`src/rtl/led_pkg.sv`:
```
// Shared definitions for the LED fade sequencer: mode codes, FSM states and default widths.
package led_pkg;

    localparam int unsigned LEVEL_W_DEF = 4;
    localparam int unsigned DIV_W_DEF   = 16;
    localparam int unsigned HOLD_W_DEF  = 4;
    localparam int unsigned MODE_W      = 2;

    typedef enum logic [MODE_W-1:0] {
        MODE_OFF     = 2'd0,
        MODE_STEADY  = 2'd1,
        MODE_BLINK   = 2'd2,
        MODE_BREATHE = 2'd3
    } mode_e;

    typedef enum logic [2:0] {
        ST_IDLE    = 3'd0,
        ST_UP      = 3'd1,
        ST_HOLD_HI = 3'd2,
        ST_DOWN    = 3'd3,
        ST_HOLD_LO = 3'd4
    } state_e;

endpackage

```
`src/rtl/led_tick_gen.sv`:
```
// Step prescaler: counts 0..div and fires tick_c on the wrap cycle (period div+1).
module led_tick_gen
    import led_pkg::*;
#(
    parameter int unsigned DIV_W = DIV_W_DEF
) (
    input  logic             clk,
    input  logic             reset,
    input  logic             clear,
    input  logic [DIV_W-1:0] div,
    output logic             tick_c
);

    logic [DIV_W-1:0] cnt;

    assign tick_c = (cnt == div);

    always_ff @(posedge clk) begin
        if (reset || clear || tick_c) begin
            cnt <= '0;
        end else begin
            cnt <= cnt + DIV_W'(1);
        end
    end

endmodule

```
`src/rtl/led_fade_sequencer.sv`:
```
// Sequences a PWM intensity level through off / steady / blink / breathe patterns,
// advancing only on prescaler ticks; config is latched when a start is accepted.
module led_fade_sequencer
    import led_pkg::*;
#(
    parameter int unsigned LEVEL_W = LEVEL_W_DEF,
    parameter int unsigned DIV_W   = DIV_W_DEF,
    parameter int unsigned HOLD_W  = HOLD_W_DEF
) (
    input  logic               clk,
    input  logic               reset,
    input  logic               start,
    input  logic               stop,
    input  logic [MODE_W-1:0]  mode,
    input  logic [LEVEL_W-1:0] max_level,
    input  logic [DIV_W-1:0]   step_div,
    input  logic [HOLD_W-1:0]  hold_steps,
    output logic [LEVEL_W-1:0] level,
    output logic               busy,
    output logic               cycle_done
);

    state_e             state;
    mode_e              mode_q;
    logic [LEVEL_W-1:0] max_q;
    logic [DIV_W-1:0]   div_q;
    logic [HOLD_W-1:0]  hold_q;
    logic [HOLD_W-1:0]  hold_cnt;
    logic               stopping;

    logic start_ok_c;
    logic tick_c;
    logic hold_done_c;

    // Stop wins over a simultaneous start; start is only honoured from IDLE.
    assign start_ok_c  = (state == ST_IDLE) && start && !stop;
    assign hold_done_c = (hold_cnt == hold_q);

    led_tick_gen #(
        .DIV_W (DIV_W)
    ) u_tick_gen (
        .clk    (clk),
        .reset  (reset),
        .clear  (start_ok_c),
        .div    (div_q),
        .tick_c (tick_c)
    );

    always_ff @(posedge clk) begin
        if (reset) begin
            mode_q <= MODE_OFF;
            max_q  <= '0;
            div_q  <= '0;
            hold_q <= '0;
        end else if (start_ok_c) begin
            mode_q <= mode_e'(mode);
            max_q  <= max_level;
            div_q  <= step_div;
            hold_q <= hold_steps;
        end
    end

    always_ff @(posedge clk) begin
        if (reset) begin
            state      <= ST_IDLE;
            level      <= '0;
            busy       <= 1'b0;
            cycle_done <= 1'b0;
            hold_cnt   <= '0;
            stopping   <= 1'b0;
        end else begin
            cycle_done <= 1'b0;
            if (state == ST_IDLE) begin
                if (start_ok_c) begin
                    hold_cnt <= '0;
                    stopping <= 1'b0;
                    case (mode_e'(mode))
                        MODE_STEADY, MODE_BLINK: begin
                            state <= ST_HOLD_HI;
                            busy  <= 1'b1;
                            level <= max_level;
                        end
                        MODE_BREATHE: begin
                            state <= (max_level == '0) ? ST_HOLD_HI : ST_UP;
                            busy  <= 1'b1;
                            level <= '0;
                        end
                        default: begin
                            state <= ST_IDLE;
                        end
                    endcase
                end
            end else if (stop && !stopping) begin
                // A lit breathe ramps down gracefully; everything else drops out at once.
                hold_cnt <= '0;
                if (mode_q == MODE_BREATHE && level != '0) begin
                    stopping <= 1'b1;
                    state    <= ST_DOWN;
                end else begin
                    state <= ST_IDLE;
                    busy  <= 1'b0;
                    level <= '0;
                end
            end else if (tick_c) begin
                case (state)
                    ST_UP: begin
                        if (level != max_q) begin
                            level <= LEVEL_W'(level + 1'b1);
                        end
                        if (LEVEL_W'(level + 1'b1) == max_q) begin
                            state <= ST_HOLD_HI;
                        end
                    end
                    ST_HOLD_HI: begin
                        if (mode_q != MODE_STEADY) begin
                            if (hold_done_c) begin
                                hold_cnt <= '0;
                                if (mode_q == MODE_BREATHE && level != '0) begin
                                    state <= ST_DOWN;
                                end else begin
                                    state <= ST_HOLD_LO;
                                    level <= '0;
                                end
                            end else begin
                                hold_cnt <= HOLD_W'(hold_cnt + 1'b1);
                            end
                        end
                    end
                    ST_DOWN: begin
                        if (level != '0) begin
                            level <= LEVEL_W'(level - 1'b1);
                        end
                        if (level == LEVEL_W'(1)) begin
                            if (stopping) begin
                                state    <= ST_IDLE;
                                busy     <= 1'b0;
                                stopping <= 1'b0;
                            end else begin
                                state <= ST_HOLD_LO;
                            end
                        end
                    end
                    ST_HOLD_LO: begin
                        if (hold_done_c) begin
                            hold_cnt   <= '0;
                            cycle_done <= 1'b1;
                            if (mode_q == MODE_BLINK || max_q == '0) begin
                                state <= ST_HOLD_HI;
                                level <= max_q;
                            end else begin
                                state <= ST_UP;
                            end
                        end else begin
                            hold_cnt <= HOLD_W'(hold_cnt + 1'b1);
                        end
                    end
                    default: begin
                        state <= ST_IDLE;
                        busy  <= 1'b0;
                        level <= '0;
                    end
                endcase
            end
        end
    end

endmodule

```
`config.mk`:
```
export PLATFORM = sky130hd
export DESIGN_NAME = led_fade_sequencer
export DESIGN_NICKNAME = d
export VERILOG_FILES = /design/src/rtl/led_pkg.sv /design/src/rtl/led_tick_gen.sv /design/src/rtl/led_fade_sequencer.sv
export SDC_FILE = /design/constraint.sdc
export NUM_CORES = 1
export LEC_CHECK = 0
export CAP_MARGIN = 0
export CORE_MARGIN = 5
export CORE_UTILIZATION = 56
export CTS_CLUSTER_DIAMETER = 50
export DETAILED_ROUTE_END_ITERATION = 12
export PLACE_DENSITY = 0.88
export SYNTH_ARGS = -nofsm -noshare
export SYNTH_HDL_FRONTEND = slang
export SYNTH_SLANG_ARGS = --single-unit
```
`constraint.sdc`:
```
create_clock -name clk -period 2.3 [get_ports clk]
set_input_delay 0.23 -clock clk [delete_from_list [all_inputs] [get_ports clk]]
set_output_delay 0.23 -clock clk [all_outputs]
set_load 0.01 [all_outputs]
```
==> results <==
[synthesized netlist by cell type, drive strengths merged, types with 3 or more instances]
cell type / number
a21oi: 36
nor3: 12
ha: 7
nand3: 12
nand4: 7
xnor2: 32
or3: 4
clkbuf: 14
a31oi: 3
and3: 5
nand2: 66
nor4: 4
dfxtp: 56
nand2b: 8
xor2: 14
o32ai: 3
o21ai: 9
nor2b: 5
buf: 7
inv: 8
nor2: 45
[worst max-delay path by stage]
| stage | cells after the start | startpoint | to |
|---|---|---|---|
| after floorplan | 8 | level[0] | state[2] |
| after global placement | 8 | stop | state[2] |
| after detailed placement | 8 | stop | level[0] |
| after CTS | 7 | u_tick_gen.cnt[8] | level[0] |
| after global routing | 8 | level[1] | state[1] |
| final | 6 | state[2] | level[1] |
[per-layer routing]
layer / vias to the layer above / track usage, % / part of all wire (%)
met3: 17 / 3.93 / 7.3
met2: 125 / 35.3 / 46
li1: 1429 / - / -
met5: - / 0 / 0
met1: 1313 / 29.8 / 44
met4: 0 / 7.91 / 2.4
[power by group through the flow]
stage,clock network (mW),logic [mW],registers [mW]
after floorplan,0,0.413,1.09
after global placement,0,0.600,1.10
after detailed placement,0,0.610,1.10
after CTS,0.668,0.621,1.08
after global routing,0.700,0.697,1.09
final,0.667,0.636,1.08
[stage by stage]
| stage | utilization, % | std cells |
|---|---|---|
| 2_1_floorplan | - | 393 |
| 3_3_place_gp | 65.8 | 496 |
| 3_5_place_dp | 65.8 | 496 |
| 4_1_cts | 67.9 | 504 |
| 5_1_grt | 68.1 | 505 |
| 6_report | 68.1 | 505 |
[flip-flops by register name, summed over array words and instances (netlist names)]
signal          flops
mode_q              2
hold_q              4
max_q               4
state               3
stopping            1
cycle_done          1
div_q              16
u_tick_gen.cnt     16
level               4
hold_cnt            4
busy                1
[worst reg2reg max path: cells and delay by family (launching register included)]
kind,cells,cell delay (ps)
and+or+nand+nor,3,1090
AOI/OAI and AO/OA,2,290
buffers and inverters,1,200
DFF,1,460
[area by class of cell]
class / instances / area share [%]
multi-input cells: 308 / 50.4
flip-flops and latches: 56 / 30.3
repair buffers: 53 / 13.1
well taps: 72 / 2.43
clock buffers: 6 / 1.96
clock inverters: 2 / 1.05
inverters: 8 / 0.811
[cells in the final DEF (no fill, tap or decap), types with 8 or more instances in the layout]
master | netlist | final
nand2b_1 | 8 | 8
xor2_1 | 13 | 13
buf_4 | 1 | 18
nand2_1 | 65 | 65
nor2_1 | 44 | 44
inv_1 | 8 | 8
dfxtp_1 | 56 | 56
xnor2_1 | 32 | 32
a21oi_1 | 36 | 36
nand3_1 | 12 | 12
o21ai_0 | 8 | 8
clkdlybuf4s50_1 | 0 | 35
nor3_1 | 12 | 12
[cells by family (layout without fill, tap and decap cells)]
logic type	count (synthesis)	after routing	share of synthesized area (%)
compound gates	70	70	14.5
xor+xnor	46	46	13.2
fa+ha+maj	7	7	2.82
buf+inv	29	69	4.07
flops	56	56	36.1
mux	4	4	1.37
simple gates	181	181	27.9
[timing repair]
action	4_1_cts	5_1_grt
hold buffers	0	0
endpoints found under the setup margin	0	22
resized for setup	0	1
hold endpoints to repair	0	0
setup buffers	0	1
==> run_results.csv <==
group,metric,value,unit
status,status,"completed",
sta,setup_violations,0,
sta,finalHoldViolCount,0,
power_and_ir_drop,irDropWorstVdd,388,uV
power_and_ir_drop,powerDensity,644,nW/um2
clock_tree,clk_latency,320,ps
logic_synthesis,syn_area,3110,um2
setup_path,crit_slowest_cell,"or3_1",
setup_path,crit_path_end_kind,"flip-flop",
placed_design,postPlaceCellArea,3580,um2
sta,fmax,470,MHz
global_route,gr-usage-all-layers,22.0,%
hold_path,min-delay-start,"step_div[9]",
layout,seq_area,1120,um2
hold_path,hold_end,"div_q[9]",
logic_synthesis,yosys_register_bits,56,
setup_path,cpLargestDelayFamily,"simple AND/OR/NAND/NOR gates",
clock_tree,htreeDepth,2,
power_and_ir_drop,pwr-share-comb,26.7,%
sta,slew_headroom,61.4,%
hold_path,hold_depth,3,
power_and_ir_drop,p_leak,1.34,nW
sta,hold_slack,448,ps
sta,layout_setup_ws,174,ps
setup_path,worstPathMaxFanout,14,
run,cap_viol_max_count,0,
power_and_ir_drop,power.internal,1.64,mW
die,die_area,7140,um2
die,rows,27,
drt,finalWirelength,7610,um
logic_synthesis,syn_avg_cell_area,7.91,um2
power_and_ir_drop,p_switching,0.742,mW
clock_tree,cts_tree,"done",
clock_tree,clk_pin_slew,100,ps
logic_synthesis,synthFlopType,"dfxtp_1",
global_route,grt_pass1_wl,13000,um
logic_synthesis,synthArstFlopShare,0,%
sta,fin_setup_tns,0,ps
setup_path,reg2reg_depth,6,
layout,n_antenna_cell,0,
die,initial_utilization,57.1,%
power_and_ir_drop,p_total,2.39,mW
clock_tree,cts_max_path_buffers,2,
logic_synthesis,ys_types,56,
logic_synthesis,synth_top_area_share,36.1,%
layout,multi_input_area,1870,um2
power_and_ir_drop,sw_frac_of_total,31.1,%
power_and_ir_drop,pwr-share-seq,45.4,%
layout,drive_gt1_share,8.55,%
clock_tree,clockRootBuffer,"clkbuf_8",
sta,tightest_slew,573,ps
layout,design_area,3700,um2
sta,timing.final.crit_period,2130,ps
placed_design,pre_cts_ws,107,ps
setup_path,rr_endpoint,"level[1]",
die,io_pins,36,
power_and_ir_drop,pwr-share-clk,28.0,%
logic_synthesis,yosys_warnings,0,
layout,area_delta_synth_final,19.2,%
sta,report.final.slew_viol_count,0,
sta,period_share,92.5,%
logic_synthesis,synth-edff-count,0,
die,die_w,84.5,um
setup_path,startpoint_type,"flip-flop",
setup_path,critPathBufInv,1,
setup_path,path_class,"flip-flop to flip-flop",
placed_design,hpwl,5580,um
setup_path,worst_ep_arrival_time,2350,ps
clock_tree,cts_sinks,56,
drt,drc,0,
setup_path,ff2ff_setup_slack,170,ps
drt,first_iter_violations,239,
sta,rsz0062_at_grt,"false",
drt,detail-route-antenna-nets,0,
layout,nets,469,
drt,wl_per_cell,15.1,um
logic_synthesis,synthTopCellsByArea,"dfxtp_1 36%, xnor2_1 9.0%, nand2_1 7.9%",
layout,nFillCells,455,
sta,skew,5.16,ps
setup_path,cp_slowest_stage_delay,520,ps
setup_path,r2r_start,"state[2]",
drt,drt_pass1_iterations,6,
placed_design,port_buffers,35,
drt,vias,2884,
drt,viasPerCell,5.71,
die,die_y,84.5,um
global_route,grt_pass1_vias,2719,
die,core_area,5440,um2
global_route,gr-total-overflow,0,
hold_path,holdCritPathClass,"input port to flip-flop",
placed_design,gp_congestion,0.912,
global_route,antenna_found_initial,0,
clock_tree,numCtsBuffers,5,
logic_synthesis,synth_top_area_cell,"dfxtp_1",
logic_synthesis,synth_cells,393,
setup_path,path_cells,"or3_1 > buf_4 > nor2_1 > a221oi_1 > or2_2 > o32ai_1",
setup_path,crit_required,2530,ps
logic_synthesis,syn_nets,430,
logic_synthesis,yosysSeqAreaShare,36.1,%
global_route,grt_max_degree,27,
No activity file was read; power rests on OpenSTA's default activity.
